## config.mk

```make
export PLATFORM = sky130hd
export DESIGN_NAME = mdu_seq
export DESIGN_NICKNAME = d
export VERILOG_FILES = /design/src/rtl/mdu_seq.sv
export SDC_FILE = /design/constraint.sdc
export NUM_CORES = 1
export LEC_CHECK = 0
export ABC_AREA = 1
export CAP_MARGIN = 20
export CELL_PAD_IN_SITES_DETAIL_PLACEMENT = 0
export CELL_PAD_IN_SITES_GLOBAL_PLACEMENT = 1
export CORE_MARGIN = 4
export CORE_UTILIZATION = 46
export CTS_BUF_LIST = sky130_fd_sc_hd__clkbuf_8
export DETAILED_ROUTE_END_ITERATION = 16
export GPL_TIMING_DRIVEN = 0
export PLACE_DENSITY_LB_ADDON = 0.1
export SLEW_MARGIN = 40
export SYNTH_ARGS = -nofsm -noshare
export SYNTH_HDL_FRONTEND = slang
export SYNTH_SLANG_ARGS = --single-unit
export TNS_END_PERCENT = 50
```

## constraint.sdc

```tcl
create_clock -name clk_i -period 9.85 [get_ports clk_i]
set_clock_uncertainty 0.2 [all_clocks]
set_input_delay 1.97 -clock clk_i [delete_from_list [all_inputs] [get_ports clk_i]]
set_output_delay 1.97 -clock clk_i [all_outputs]
set_load 0.02 [all_outputs]
```

## src/rtl/mdu_seq.sv

```systemverilog
// rtl/mdu_seq.sv - iterative RV32M multiply/divide unit (radix-2 shift-add / restoring shift-subtract)
//
// Purpose:
//   Takes one MUL/MULH/MULHSU/MULHU/DIV/DIVU/REM/REMU request per handshake,
//   iterates one bit per cycle for 32 cycles on operand magnitudes, fixes up
//   the sign at the end and holds the result until the consumer takes it.
//
// Ports:
//   clk_i          clock, all state on rising edge
//   rst_i          synchronous active-high reset, dominates every other input
//   flush_i        abandons an in-flight operation, blocks accept in IDLE
//   req_valid_i    request present
//   req_ready_o    unit idle and able to accept
//   req_op_i       funct3 (0 MUL .. 7 REMU)
//   req_lhs_i      rs1 operand
//   req_rhs_i      rs2 operand
//   resp_valid_o   resp_result_o valid
//   resp_ready_i   consumer takes the result
//   resp_result_o  result
//   busy_o         unit not in IDLE
//
// Configuration:
//   MDU_FAST_PATH_EN - when defined, divide-by-zero, signed overflow and
//   multiplies with a zero operand skip the iteration and respond one cycle
//   after accept. When undefined those cases run the full iteration.
module mdu_seq #(
    parameter int XLEN  = 32,
    parameter int CNT_W = 6
) (
    input  logic            clk_i,
    input  logic            rst_i,
    input  logic            flush_i,
    input  logic            req_valid_i,
    output logic            req_ready_o,
    input  logic [2:0]      req_op_i,
    input  logic [XLEN-1:0] req_lhs_i,
    input  logic [XLEN-1:0] req_rhs_i,
    output logic            resp_valid_o,
    input  logic            resp_ready_i,
    output logic [XLEN-1:0] resp_result_o,
    output logic            busy_o
);

    typedef enum logic [1:0] {
        S_IDLE = 2'd0,
        S_CALC = 2'd1,
        S_DONE = 2'd2
    } state_t;

    state_t            state_q, state_d;
    logic [2:0]        op_q;
    logic              sign_l_q;
    logic              sign_r_q;
    logic              div_zero_q;
    logic [XLEN-1:0]   hi_q;      // product high half / partial remainder
    logic [XLEN-1:0]   lo_q;      // multiplier shifting out / dividend shifting into quotient
    logic [XLEN-1:0]   opnd_q;    // multiplicand or divisor magnitude
    logic [CNT_W-1:0]  cnt_q;
    logic [XLEN-1:0]   result_q;

    // ---------------- request decode ----------------
    logic            accept;
    logic            req_is_div;
    logic            lhs_signed;
    logic            rhs_signed;
    logic            lhs_neg;
    logic            rhs_neg;
    logic [XLEN-1:0] lhs_abs;
    logic [XLEN-1:0] rhs_abs;
    logic            fast_hit;
    logic [XLEN-1:0] fast_res;
    logic            last_iter;

    assign accept     = req_valid_i && (state_q == S_IDLE) && !flush_i;
    assign req_is_div = req_op_i[2];
    // MUL takes the low half, which is sign-agnostic, so it runs unsigned.
    assign lhs_signed = (req_op_i == 3'd1) || (req_op_i == 3'd2) ||
                        (req_op_i == 3'd4) || (req_op_i == 3'd6);
    assign rhs_signed = (req_op_i == 3'd1) || (req_op_i == 3'd4) || (req_op_i == 3'd6);
    assign lhs_neg    = lhs_signed && req_lhs_i[XLEN-1];
    assign rhs_neg    = rhs_signed && req_rhs_i[XLEN-1];
    assign lhs_abs    = lhs_neg ? (~req_lhs_i + 1'b1) : req_lhs_i;
    assign rhs_abs    = rhs_neg ? (~req_rhs_i + 1'b1) : req_rhs_i;
    assign last_iter  = (cnt_q == CNT_W'(XLEN - 1));

`ifdef MDU_FAST_PATH_EN
    logic req_div_zero;
    logic req_ovf;
    assign req_div_zero = (req_rhs_i == '0);
    assign req_ovf      = ((req_op_i == 3'd4) || (req_op_i == 3'd6)) &&
                          (req_lhs_i == {1'b1, {(XLEN-1){1'b0}}}) &&
                          (req_rhs_i == '1);
    always_comb begin
        fast_hit = 1'b0;
        fast_res = '0;
        if (req_is_div) begin
            if (req_div_zero) begin
                fast_hit = 1'b1;
                fast_res = req_op_i[1] ? req_lhs_i : '1;
            end else if (req_ovf) begin
                fast_hit = 1'b1;
                fast_res = req_op_i[1] ? '0 : {1'b1, {(XLEN-1){1'b0}}};
            end
        end else if ((req_lhs_i == '0) || (req_rhs_i == '0)) begin
            fast_hit = 1'b1;
            fast_res = '0;
        end
    end
`else
    assign fast_hit = 1'b0;
    assign fast_res = '0;
`endif

    // ---------------- one iteration ----------------
    logic [XLEN:0]   mul_sum;
    logic [XLEN:0]   div_shift;
    logic [XLEN:0]   div_diff;
    logic            div_ge;
    logic [XLEN-1:0] iter_hi;
    logic [XLEN-1:0] iter_lo;

    always_comb begin
        mul_sum   = {1'b0, hi_q} + (lo_q[0] ? {1'b0, opnd_q} : '0);
        div_shift = {hi_q, lo_q[XLEN-1]};
        div_diff  = div_shift - {1'b0, opnd_q};
        div_ge    = (div_shift >= {1'b0, opnd_q});
        if (op_q[2]) begin
            iter_hi = div_ge ? div_diff[XLEN-1:0] : div_shift[XLEN-1:0];
            iter_lo = {lo_q[XLEN-2:0], div_ge};
        end else begin
            iter_hi = mul_sum[XLEN:1];
            iter_lo = {mul_sum[0], lo_q[XLEN-1:1]};
        end
    end

    // ---------------- sign fix-up on the final iteration ----------------
    logic [2*XLEN-1:0] prod_mag;
    logic [2*XLEN-1:0] prod_s;
    logic [XLEN-1:0]   quot_s;
    logic [XLEN-1:0]   rem_s;
    logic [XLEN-1:0]   final_res;

    always_comb begin
        prod_mag = {iter_hi, iter_lo};
        prod_s   = (sign_l_q ^ sign_r_q) ? (~prod_mag + 1'b1) : prod_mag;
        // A zero divisor yields an all-ones magnitude quotient, which must
        // stay all-ones regardless of the dividend sign.
        quot_s   = (sign_l_q ^ sign_r_q) && !div_zero_q ? (~iter_lo + 1'b1) : iter_lo;
        rem_s    = sign_l_q ? (~iter_hi + 1'b1) : iter_hi;
        if (op_q[2])
            final_res = op_q[1] ? rem_s : quot_s;
        else
            final_res = (op_q[1:0] == 2'd0) ? prod_s[XLEN-1:0] : prod_s[2*XLEN-1:XLEN];
    end

    // ---------------- FSM: state register ----------------
    always_ff @(posedge clk_i) begin
        if (rst_i)
            state_q <= S_IDLE;
        else
            state_q <= state_d;
    end

    // ---------------- FSM: next state ----------------
    always_comb begin
        state_d = state_q;
        case (state_q)
            S_IDLE: if (accept) state_d = fast_hit ? S_DONE : S_CALC;
            S_CALC: begin
                if (flush_i)        state_d = S_IDLE;
                else if (last_iter) state_d = S_DONE;
            end
            S_DONE: if (flush_i || resp_ready_i) state_d = S_IDLE;
            default: state_d = S_IDLE;
        endcase
    end

    // ---------------- FSM: outputs ----------------
    always_comb begin
        req_ready_o  = (state_q == S_IDLE);
        resp_valid_o = (state_q == S_DONE);
        busy_o       = (state_q != S_IDLE);
    end

    assign resp_result_o = result_q;

    // ---------------- datapath ----------------
    always_ff @(posedge clk_i) begin
        if (rst_i) begin
            op_q       <= '0;
            sign_l_q   <= 1'b0;
            sign_r_q   <= 1'b0;
            div_zero_q <= 1'b0;
            hi_q       <= '0;
            lo_q       <= '0;
            opnd_q     <= '0;
            cnt_q      <= '0;
            result_q   <= '0;
        end else if (accept) begin
            op_q       <= req_op_i;
            sign_l_q   <= lhs_neg;
            sign_r_q   <= rhs_neg;
            div_zero_q <= (req_rhs_i == '0);
            hi_q       <= '0;
            lo_q       <= req_is_div ? lhs_abs : rhs_abs;
            opnd_q     <= req_is_div ? rhs_abs : lhs_abs;
            cnt_q      <= '0;
            if (fast_hit)
                result_q <= fast_res;
        end else if ((state_q == S_CALC) && !flush_i) begin
            hi_q <= iter_hi;
            lo_q <= iter_lo;
            if (last_iter) begin
                cnt_q    <= '0;
                result_q <= final_res;
            end else begin
                cnt_q <= cnt_q + CNT_W'(1);
            end
        end
    end

endmodule

```

==> run_results.csv <==
group,metric,value,unit
clock_network,path_clk_slew,0.09,ns
global_routing,grt_pass1_wl,128000,um
global_routing,gr-total-overflow,0,
placement,dpl.cell_count,3905,
worst_setup_path,critPathCaptureType,"register",
routing,wl_met1,35100,um
timing,min_period,5.69,ns
worst_setup_path,arrival,5.87,ns
clock_network,hold_buffers,0,
layout,instances_no_fill,3937,
timing,rsz0062_at_grt,"false",
power_and_ir_drop,power-per-cell-area,124,nW/um^2
routing,highest_layer,"met5",
timing,maxSlewViolCount,0,
synthesis,synth_async_sr_flop_share,0,%
synthesis,synth_nets,3424,
placement,routabilityCongestion,1.12,
synthesis,synth_common_cells,"961 x nand2_1, 492 x inv_1, 294 x nor2_1",
timing,setup-violations-final,0,
synthesis,synth.most_common_cell,"nand2_1",
clock_network,htreeDepth,4,
clock_network,cts_setup_buffers,0,
routing,first_pass_iters,7,
worst_setup_path,crit_type,"register to register",
placement,port_buffers,106,
floorplanning,num_rows,72,
floorplanning,core_area,38700,um^2
synthesis,synth.distinct_cells,62,
layout,drive_above_1_share,5.38,%
global_routing,grt_max_degree,17,
synthesis,syn_inst,3281,
timing,setup-tns-final,0,ns
synthesis,ys_seq_area_share,15.8,%
synthesis,ys.flop_type,"dfxtp_1",
floorplanning,dieArea,42400,um^2
timing,slew_headroom,42.4,%
placement,dpl.hpwl,71900,um
clock_network,cts_inserted_buffers,17,
synthesis,syn_area,18000,um^2
routing,antenna_left,0,
timing,fmaxAchievable,176,MHz
worst_setup_path,path_max_fanout,10,
routing,drc,0,
clock_network,cts.sinks,142,
floorplanning,fp.dieH,206,um
clock_network,clockBufferDepth,2,
clock_network,cts_resized,0,
worst_setup_path,cp.required,10.03,ns
layout,final_nets,3549,
routing,via_per_inst,5.86,
routing,vias,23065,
global_routing,antenna_found_initial,2,
floorplanning,die_w,206,um
min_path,hold_class,"register to register",
layout,fill_cells,4298,
routing,drtIter0Drc,2722,
flow_run,drv_cap,0,
routing,dr_wl_met3,10200,um
synthesis,synth_top_area_share,20.0,%
routing,drt_wl_total,87500,um
timing,tightest_slew,0.855,ns
global_routing,grt.total_usage,40.1,%
synthesis,synth_top_area_cell,"nand2_1",
routing,wl_per_cell,22.2,um
power_and_ir_drop,p_leak,10.1,nW
clock_network,root_buffer,"clkbuf_8",
timing,min_period_over_period,57.8,%
synthesis,synth-edff-count,0,
floorplanning,start_util,46.6,%
floorplanning,pin_count,107,
clock_network,cts_tree,"built",
layout,area_growth,11.7,%
routing,met2_length,36500,um
global_routing,first_global_vias,21277,
power_and_ir_drop,ir_drop,0.100,mV
synthesis,yosysWarnings,0,
worst_setup_path,critPathLaunchType,"register",
synthesis,syn_area_per_cell,5.50,um^2
synthesis,yosys_register_bits,142,
layout,n_antenna_cell,0,
timing,hold_viol_final,0,
synthesis,synthTopCellsByArea,"nand2_1 20%, dfxtp_1 16%, inv_1 10%, nand3_1 7.7%, a21oi_1 6.6%",
clock_network,clk_latency,0.53,ns
status,status,"finished clean",
## power breakdown
| group | switching [mW] | internal, mW |
|---|---|---|
| Combinational | 0.963 | 0.398 |
| Clock | 0.289 | 0.219 |
| Sequential | 0.0317 | 0.600 |
## stage by stage
| step | setup WS [ns] | hold slack (ns) | utilization [%] | area [um^2] | total power, mW |
|---|---|---|---|---|---|
| after floorplan | 5.41 | 0.229 | - | 18000 | 1.51 |
| after global placement | 4.31 | 0.253 | 51.0 | 19700 | 1.93 |
| after detailed placement | 4.24 | 0.257 | 51.0 | 19800 | 1.94 |
| after CTS | 4.48 | 0.270 | 52.0 | 20100 | 2.44 |
| after global routing | 3.79 | 0.281 | 52.0 | 20100 | 2.62 |
| final | 4.16 | 0.267 | 52.0 | 20100 | 2.50 |
## layout by cell type, fill, tap and decap left out, types with 8 or more instances in the layout
cell             synthesis  routed
nor2_4                   8       8
a21oi_1                238     238
inv_2                   14      14
nor4_1                   9       9
o21ai_1                 17      18
a31oi_1                 11      11
nand4_1                 42      42
ha_1                    69      69
nand2_1                961     961
xnor2_1                 35      35
nand3b_1                14      14
nor3_1                  41      41
nand2_2                 26      26
inv_1                  492     493
dfxtp_1                142     142
a221oi_1                18      18
nor2_2                  25      26
nor2_1                 294     293
clkbuf_8                 0      19
nand3_2                 15      15
buf_1                   12      12
buf_2                   16      16
o21ai_2                 10      10
clkbuf_1                84      83
o21ai_0                198     197
a22oi_1                 15      15
o211ai_1                42      42
clkdlybuf4s50_1          0     106
nand3_1                279     279
o221ai_1                11      11
xor2_1                  61      61
## registers in the layout, indices dropped and copies added (netlist names), 2 cells and up
name and cells:
hi_q 32, lo_q 32, opnd_q 32, resp_result_o 32
cnt_q 6, op_q 3, state_q 2
## routing by layer
metal,vias to the layer above,global-route usage (%)
met5,-,2.02
met4,4,21.6
li1,10863,-
met3,301,10.7
met2,1395,60.4
met1,10502,52.2
## worst max-delay path: stages (launching register included)
cell,delay (ns)
dfxtp_1,0.32
clkbuf_1,0.30
clkbuf_1,0.49
nand2_1,0.15
inv_1,0.08
ha_1,0.20
inv_1,0.07
fa_1,0.39
inv_1,0.13
nand2_1,0.09
o21ai_0,0.52
nand2_1,0.10
nand2_1,0.21
nand2_1,0.11
nand2_1,0.13
nand2_1,0.06
nand3_1,0.13
nand2_1,0.08
nor2_1,0.30
nand2_1,0.16
nor2_1,0.21
nand3_1,0.12
nand2_1,0.21
a21oi_1,0.09
o21ai_0,0.36
nand3_1,0.15
nand3_1,0.13
a21oi_1,0.07
## worst paths after layout
| check | start | to | slack [ns] | cells after the start |
|---|---|---|---|---|
| worst min register to register | resp_result_o[27]$_SDFFE_PP0P_ | resp_result_o[27]$_SDFFE_PP0P_ | 0.27 | 2 |
| worst max register to register | lo_q[0]$_SDFFE_PP0P_ | resp_result_o[12]$_SDFFE_PP0P_ | 4.16 | 27 |
| worst max-delay path | lo_q[0]$_SDFFE_PP0P_ | resp_result_o[12]$_SDFFE_PP0P_ | 4.16 | 27 |
| worst min-delay path | resp_result_o[27]$_SDFFE_PP0P_ | resp_result_o[27]$_SDFFE_PP0P_ | 0.27 | 2 |
## area by class of cell
type / instances / area (um^2) / share of cell area [%]
tap: 518 / 648 / 3.22
clock buffer: 19 / 262 / 1.30
inverter: 512 / 1920 / 9.55
clock inverter: 13 / 129 / 0.640
sequential: 142 / 2840 / 14.1
buffer: 125 / 593 / 2.94
timing repair buffer: 106 / 1060 / 5.27
multi-input combinational: 2502 / 12700 / 63.0
## cell families after synthesis
logic type | synth area share (%)
buffers and inverters | 13.9
adders and majority gates | 5.01
AOI/OAI and AO/OA | 18.8
xor gates and xnor gates | 4.66
and+or+nand+nor | 41.8
DFF | 15.8
(Power assumes the default switching activity.)
